`src/rtl/instruction_fetch_unit.sv`:
```
// Instruction fetch unit: reads 32-bit words over the shared bus, decodes the fields and
// hands each instruction to the execution engine through a valid/ready handshake.
module instruction_fetch_unit #(
  parameter logic [3:0]  INSTR_SELECT = 4'b1000,
  parameter int unsigned DEPTH        = 10
) (
  input  logic         Clk,
  input  logic         Reset,
  input  logic         Start,
  input  logic [11:0]  StartPc,
  output logic [15:0]  address,
  output logic         nRead,
  input  logic [255:0] DataIn,
  output logic         InstrValid,
  input  logic         InstrReady,
  output logic [7:0]   Opcode,
  output logic [7:0]   Dest,
  output logic [7:0]   Src1,
  output logic [7:0]   Src2,
  output logic         IsMatrix,
  output logic         IsInteger,
  output logic [11:0]  Pc,
  output logic         Busy,
  output logic         Halted,
  output logic         Error
);

  localparam logic [11:0] LastPc = 12'(DEPTH - 1);

  typedef enum logic [2:0] {StIdle, StReq, StCapt, StIssue, StHalt} state_e;

  state_e      state_q, state_d;
  logic [11:0] pc_q, pc_d;
  logic [31:0] instr_q, instr_d;
  logic        is_matrix_q, is_matrix_d;
  logic        is_integer_q, is_integer_d;
  logic        error_q, error_d;

  logic [7:0]  data_op;
  logic        data_matrix, data_integer;
  logic        unused_data;

  assign data_op      = DataIn[31:24];
  assign data_matrix  = (data_op <= 8'h05);
  assign data_integer = (data_op >= 8'h10) && (data_op <= 8'h13);
  // Only the low word carries the instruction.
  assign unused_data  = ^DataIn[255:32];

  always_ff @(posedge Clk) begin
    if (Reset) begin
      state_q      <= StIdle;
      pc_q         <= '0;
      instr_q      <= '0;
      is_matrix_q  <= 1'b0;
      is_integer_q <= 1'b0;
      error_q      <= 1'b0;
    end else begin
      state_q      <= state_d;
      pc_q         <= pc_d;
      instr_q      <= instr_d;
      is_matrix_q  <= is_matrix_d;
      is_integer_q <= is_integer_d;
      error_q      <= error_d;
    end
  end

  always_comb begin
    state_d      = state_q;
    pc_d         = pc_q;
    instr_d      = instr_q;
    is_matrix_d  = is_matrix_q;
    is_integer_d = is_integer_q;
    error_d      = error_q;
    unique case (state_q)
      StIdle, StHalt: begin
        if (Start) begin
          pc_d    = StartPc;
          error_d = 1'b0;
          if (StartPc > LastPc) begin
            state_d = StHalt;
            error_d = 1'b1;
          end else begin
            state_d = StReq;
          end
        end
      end
      StReq: state_d = StCapt;
      StCapt: begin
        instr_d      = DataIn[31:0];
        is_matrix_d  = data_matrix;
        is_integer_d = data_integer;
        if (data_op == 8'hFF) begin
          state_d = StHalt;
          error_d = 1'b0;
        end else if (data_matrix || data_integer) begin
          state_d = StIssue;
        end else begin
          state_d = StHalt;
          error_d = 1'b1;
        end
      end
      StIssue: begin
        if (InstrReady) begin
          // Running off the end of memory without a STOP is an error.
          if (pc_q == LastPc) begin
            state_d = StHalt;
            error_d = 1'b1;
          end else begin
            pc_d    = pc_q + 12'd1;
            state_d = StReq;
          end
        end
      end
      default: state_d = StIdle;
    endcase
  end

  always_comb begin
    nRead      = (state_q != StReq);
    address    = (state_q == StReq) ? {INSTR_SELECT, pc_q} : 16'h0000;
    InstrValid = (state_q == StIssue);
    Busy       = (state_q == StReq) || (state_q == StCapt) || (state_q == StIssue);
    Halted     = (state_q == StHalt);
    Error      = error_q;
    Opcode     = instr_q[31:24];
    Dest       = instr_q[23:16];
    Src1       = instr_q[15:8];
    Src2       = instr_q[7:0];
    IsMatrix   = is_matrix_q;
    IsInteger  = is_integer_q;
    Pc         = pc_q;
  end

endmodule

```
`config.mk`:
```
export PLATFORM = sky130hd
export DESIGN_NAME = instruction_fetch_unit
export DESIGN_NICKNAME = d
export VERILOG_FILES = /design/src/rtl/instruction_fetch_unit.sv
export SDC_FILE = /design/constraint.sdc
export NUM_CORES = 1
export LEC_CHECK = 0
export CAP_MARGIN = 15
export CORE_AREA = 3 3 132 134
export CTS_CLUSTER_SIZE = 30
export DETAILED_ROUTE_END_ITERATION = 16
export DIE_AREA = 0 0 135 137
export HOLD_SLACK_MARGIN = 0.12
export SKIP_LAST_GASP = 1
export SLEW_MARGIN = 0
export SYNTH_ARGS = -nofsm -noshare
export SYNTH_HDL_FRONTEND = slang
export SYNTH_SLANG_ARGS = --single-unit
```
`constraint.sdc`:
```
create_clock -name Clk -period 2.2 [get_ports Clk]
set_input_delay 0.22 -clock Clk [delete_from_list [all_inputs] [get_ports Clk]]
set_output_delay 0.22 -clock Clk [all_outputs]
set_load 0.02 [all_outputs]
```
==> results of run 1 <==
[stage by stage]
step	instance area, um2	std cells
3_3_place_gp	3910	651
5_1_grt	4060	659
2_1_floorplan	2540	332
4_1_cts	4060	659
3_5_place_dp	3910	651
6_report	4060	659
[worst max-delay path by stage]
stage / to / slack [ns] / cells past startpoint
after CTS: address[8] / 0.07 / 3
after global routing: address[2] / 0.02 / 4
after floorplan: Pc[2] / 0.39 / 7
final: address[6] / 0.1 / 4
after detailed placement: Pc[8] / 0.25 / 5
after global placement: Pc[8] / 0.22 / 5
[power by group]
group	switching [uW]	internal, uW
Sequential	33.1	921
Combinational	125	143
Clock	382	428
[registers in the layout (all words and copies together) (netlist names)]
signal     cells
state_q        3
instr_q       32
Pc            12
IsMatrix       1
Error          1
IsInteger      1
[layout make-up]
cell class,instances,area share
Timing Repair Buffer,129,0.309
Clock buffer,5,0.0308
Inverter,5,0.00462
Tap cell,220,0.0677
Multi-Input combinational cell,247,0.335
Clock inverter,3,0.00616
Sequential cell,50,0.247
[kinds of logic after synthesis]
logic type      share of synthesized area
buf+inv                            0.0716
simple gates                        0.302
flops                               0.395
fa+ha+maj                         0.00987
mux                               0.00790
compound gates                      0.209
xor+xnor                          0.00346
other cells                       0.00148
[critical path, stage by stage (launching register included)]
cell and delay [ns]:
dfxtp_1 0.40, nor2_1 0.20, buf_4 0.20, and3_1 0.17, clkdlybuf4s50_1 0.61
[metal layers]
layer  track usage  part of all wire  vias to the layer above
li1              -                 -                     1381
met1         0.148              0.50                     1222
met2         0.133              0.40                      112
met3        0.0390             0.085                        6
met4        0.0235            0.0076                        2
met5             0           0.00073                        -
[synth_stat cells, types with 6 or more instances]
cell type  count  share of area
nor2_1        11          0.016
dfxtp_1       50           0.40
clkbuf_1      12          0.018
nor4_1         7          0.017
buf_2          9          0.018
nand3_1        9          0.018
o31ai_1        6          0.018
a21oi_1       43          0.085
and3_1        12          0.030
nor3_1         7          0.014
buf_4          6          0.018
nand2_1       85           0.13
[placed cells by master, fill, tap and decap left out, types with 3 or more instances in the layout]
| master | n |
|---|---|
| clkdlybuf4s50_1 | 109 |
| nand2_1 | 85 |
| dfxtp_1 | 49 |
| a21oi_1 | 43 |
| buf_4 | 17 |
| and3_1 | 12 |
| nor2_1 | 11 |
| nand3_1 | 9 |
| nor3_1 | 7 |
| nor4_1 | 7 |
| o31ai_1 | 6 |
| o21ai_0 | 5 |
| clkbuf_16 | 5 |
| inv_1 | 4 |
| nor2b_1 | 4 |
| nand4_1 | 4 |
| a31oi_1 | 4 |
| a31o_2 | 3 |
| a311oi_1 | 3 |
| o32ai_1 | 3 |
| conb_1 | 3 |
==> flow_metrics.py, run 1 <==
metrics = {
    "timing": {
        "setup_tns_ns": 0,
        "holdWs_ns": 0.252,
        "min_period_over_period": 0.955,
        "hold_viol_final": 0,
        "finalSetupViolations": 0,
        "finalMaxSlewViolations": 0,
        "fmax_mhz": 476,
        "rsz0062_at_grt": "no",
        "fin_crit_ns": 2.10,
        "fin_ws_ns": 0.0992,
        "skew_ns": 0.00899,
    },
    "clocking": {
        "cts_hold_buf": 0,
        "clk_latency_ns": 0.30,
        "cts.sinks": 50,
        "cts_buffers": 5,
        "cts_tree": "yes",
        "cts_htree_levels": 2,
        "root_buffer": "clkbuf_16",
        "clock_path_buffers": 2,
        "post_cts_buffers": 0,
        "cts.reportedPaths.clkPinSlew_ns": 0.07,
        "cts_resized": 0,
    },
    "synthesis": {
        "ys_seq_area_frac": 0.395,
        "synth_area_um2": 2530,
        "ys_warn_count": 0,
        "synth_flop_cell": "dfxtp_1",
        "syn_area_per_cell_um2": 7.68,
        "synth_edf_count": 0,
        "ys_seq_elements": 50,
        "synth_cell_types": 53,
        "ys_async_sr_fraction": 0,
        "synthCells": 330,
    },
    "cells_and_area": {
        "nFillCells": 1796,
        "areaGrowthSynthToFinish_pct": 60.4,
        "regArea_um2": 1000,
        "multiInputGateArea_um2": 1360,
        "final_nets": 712,
        "drive_gt1_frac": 0.0911,
        "final_util": 0.248,
        "antenna_cells": 0,
    },
    "power_and_ir_drop": {
        "p_per_area_nw_per_um2": 500,
        "fin_total_pwr_uw": 2030,
        "peakVddDrop_v": 0.000266,
        "leakage_uw": 0.00139,
    },
    "floorplanning": {
        "initial_core_util": 0.154,
        "dieArea_um2": 18500,
        "die_x_um": 135,
        "fp-row-count": 47,
        "io_pins": 339,
        "die_y_um": 137,
        "coreArea_um2": 16400,
    },
    "setup_path": {
        "crit_path_end_kind": "primary output",
        "r2r_end": "Pc[6]",
        "crit_fanout": 10,
        "path_class": "register to primary output",
        "crit_start": "state_q[2]",
        "r2r_cells": 5,
        "r2r-start": "Pc[0]",
        "ff2ff_setup_slack_ns": 0.32,
        "start_kind": "register",
        "cp_data_arrival_time_ns": 1.88,
        "required_ns": 1.98,
    },
    "place": {
        "gp_routability_congestion": 0.810,
        "portBuffers": 111,
        "place_ws_ns": 0.247,
        "detailed_place_hpwl_um": 7100,
    },
    "route": {
        "postRouteAntennaNets": 0,
        "post_drt_wl_per_cell_um": 14.5,
        "drt_iter0_drc": 256,
        "firstDrtPassIters": 4,
        "routed_wirelength_um": 9540,
        "via_count": 2723,
        "drc": 0,
        "vias_per_cell": 4.13,
    },
    "grt": {
        "grt_use_total": 0.0996,
        "grt_max_degree": 43,
        "grt_first_pass_wirelength_um": 14200,
        "grt-ovfl-total": 0,
        "antenna_found_initial": 1,
        "grt_pass1_vias": 2548,
    },
    "job": {
        "drv_cap": 0,
    },
    "worst_hold_path": {
        "min_path_cells": 2,
        "min_to": "Pc[8]",
        "hp-class": "primary input to register",
        "hp-start": "Reset",
    },
    "run_status": {
        "outcome": "finished, final reports clean",
    },
}
Power figures use the tool's default switching activity.
==> run 2: changes to the inputs <==
--- a/config.mk
+++ b/config.mk
@@ -10,6 +10,7 @@
 export CTS_CLUSTER_SIZE = 30
 export DETAILED_ROUTE_END_ITERATION = 16
 export DIE_AREA = 0 0 135 137
+export GPL_ROUTABILITY_DRIVEN = 0
 export HOLD_SLACK_MARGIN = 0.12
 export SKIP_LAST_GASP = 1
 export SLEW_MARGIN = 0
==> results of run 2 <==
No change in the layout: final DEF, timing and power equal those of run 1.
==> run 3: changes to the inputs <==
--- a/config.mk
+++ b/config.mk
@@ -6,10 +6,10 @@
 export NUM_CORES = 1
 export LEC_CHECK = 0
 export CAP_MARGIN = 15
-export CORE_AREA = 3 3 132 134
+export CORE_AREA = 3 3 130 132
 export CTS_CLUSTER_SIZE = 30
 export DETAILED_ROUTE_END_ITERATION = 16
-export DIE_AREA = 0 0 135 137
+export DIE_AREA = 0 0 133 135
 export GPL_ROUTABILITY_DRIVEN = 0
 export HOLD_SLACK_MARGIN = 0.12
 export SKIP_LAST_GASP = 1
@@ -17,3 +17,4 @@
 export SYNTH_ARGS = -nofsm -noshare
 export SYNTH_HDL_FRONTEND = slang
 export SYNTH_SLANG_ARGS = --single-unit
+export TNS_END_PERCENT = 100
==> constraint.sdc (replaced) <==
create_clock -name Clk -period 1.8 [get_ports Clk]
set_input_delay 0.18 -clock Clk [delete_from_list [all_inputs] [get_ports Clk]]
set_output_delay 0.18 -clock Clk [all_outputs]
set_load 0.02 [all_outputs]
==> flow_metrics.py, run 3 (synthesis gave the netlist of run 1 again) <==
metrics = {
    "cells_and_area": {
        "largest_reg_flops": 32,
        "final_nets": 736,
        "antenna_cells": 0,
        "finalNonFillerCells": 679,
        "layout_common_cells": "clkdlybuf4s50_1, nand2_1, dfxtp_1",
        "nFillCells": 1710,
        "layout_commonest_cell": "clkdlybuf4s50_1",
        "areaGrowthSynthToFinish_pct": 67.4,
        "top_register": "instr_q",
        "drive_gt1_frac": 0.153,
    },
    "grt": {
        "grt_pass1_vias": 2836,
        "grt_max_degree": 36,
        "antenna_found_initial": 0,
        "grt_first_pass_wirelength_um": 14900,
        "grt-ovfl-total": 0,
        "grt_use_total": 0.104,
    },
    "floorplanning": {
        "die_x_um": 133,
        "dieArea_um2": 18000,
        "coreArea_um2": 15800,
        "die_y_um": 135,
        "initial_core_util": 0.160,
        "fp-row-count": 46,
        "io_pins": 339,
    },
    "setup_path": {
        "cp_data_arrival_time_ns": 1.93,
        "r2r_cells": 6,
        "path_class": "register to register",
        "start_kind": "register",
        "crit_fanout": 5,
        "r2r-start": "Pc[1]",
        "crit_path_end_kind": "register",
        "crit_start": "Pc[1]",
        "ff2ff_setup_slack_ns": 0.07,
        "r2r_end": "Pc[6]",
        "required_ns": 1.99,
    },
    "timing": {
        "setup_tns_ns": 0,
        "skew_ns": 0.00912,
        "worst_slew_pin_slew_ns": 0.719,
        "fin_ws_ns": 0.0650,
        "finalSetupViolations": 0,
        "fin_crit_ns": 1.73,
        "rsz0062_at_grt": "yes",
        "finalMaxSlewViolations": 0,
        "min_period_over_period": 0.964,
        "fmax_mhz": 576,
        "maxSlewHeadroom": 0.518,
        "hold_viol_final": 0,
    },
    "clocking": {
        "cts.sinks": 50,
        "cts_buffers": 5,
        "cts_tree": "yes",
        "root_buffer": "clkbuf_16",
        "cts.reportedPaths.clkPinSlew_ns": 0.07,
        "cts_hold_buf": 0,
        "clock_path_buffers": 2,
        "cts_htree_levels": 2,
        "clk_latency_ns": 0.30,
    },
    "worst_hold_path": {
        "min_to": "instr_q[1]",
        "hp-class": "primary input to register",
        "min_path_cells": 3,
        "hp-start": "Reset",
    },
    "place": {
        "detailed_place_hpwl_um": 7270,
        "dp.cells": 666,
        "place_ws_ns": -0.222,
        "portBuffers": 111,
    },
    "route": {
        "vias_per_cell": 4.34,
        "postRouteAntennaNets": 0,
        "drc": 0,
        "post_drt_wl_per_cell_um": 14.2,
        "via_count": 2945,
        "firstDrtPassIters": 4,
        "drt_iter0_drc": 213,
        "routed_wirelength_um": 9620,
    },
    "job": {
        "drv_cap": 0,
    },
    "power_and_ir_drop": {
        "leakage_uw": 0.00158,
        "peakVddDrop_v": 0.000305,
        "p_per_area_nw_per_um2": 600,
        "fin_total_pwr_uw": 2540,
    },
    "run_status": {
        "outcome": "finished, final reports clean",
    },
}
==> run 3: cell count changes in the layout (fill, tap and decap cells not counted), sizes merged <==
cell           before  now
clkinv              1    0
dlygate4sd2         0   15
buf                19   44
clkdlybuf4s50     109   93
clkbuf              5    6
==> run 3: worst max-delay path by stage <==
stage / to / slack, ns / cells past startpoint
2_1_floorplan: Pc[11] / 0.04 / 6
3_5_place_dp: Pc[8] / -0.22 / 6
4_1_cts: address[1] / -0.14 / 4
3_3_place_gp: Pc[8] / -0.19 / 6
6_report: Pc[6] / 0.07 / 6
5_1_grt: Pc[10] / -0.05 / 6
==> run 3: report_power, final <==
part | total, uW | internal [uW] | switching (uW)
combinational | 367 | 198 | 169
clock | 1020 | 559 | 460
sequential | 1160 | 1130 | 30.1
==> run 3: final cells by class <==
type | count | area (um2) | area share
clock inverter | 2 | 16.3 | 0.00383
clock buffer | 6 | 139 | 0.0327
multi-input combinational | 247 | 1370 | 0.324
inverter | 5 | 18.8 | 0.00442
sequential | 50 | 1000 | 0.237
timing repair buffer | 153 | 1420 | 0.335
tap | 216 | 270 | 0.0637
==> run 3: critical path, cell delays in order (launching register included) <==
cell	delay, ns
dfxtp_2	0.32
buf_4	0.14
ha_1	0.23
nand4_1	0.14
nor3_1	0.42
nor2_1	0.11
o221a_2	0.27
==> run 3: layer usage <==
metal / GRT usage / wire [um] / share of wire
met5: 0 / 0 / 0
met4: 0.0566 / 299 / 0.031
met3: 0.0302 / 815 / 0.085
met2: 0.149 / 4100 / 0.43
met1: 0.140 / 4410 / 0.46
==> run 3: repair_timing <==
item                                    4_1_cts  5_1_grt
hold endpoints to repair                      0        0
resized for setup                            18        5
endpoints found under the setup margin       16        9
setup buffers                                 0        5
==> run 3: metrics by stage <==
stage	util	hold slack, ns	cell area, um2
final	0.268	0.341	4240
after floorplan	-	0.316	2540
after global routing	0.268	0.341	4240
after global placement	0.256	0.443	4050
after CTS	0.265	0.315	4190
after detailed placement	0.256	0.448	4050
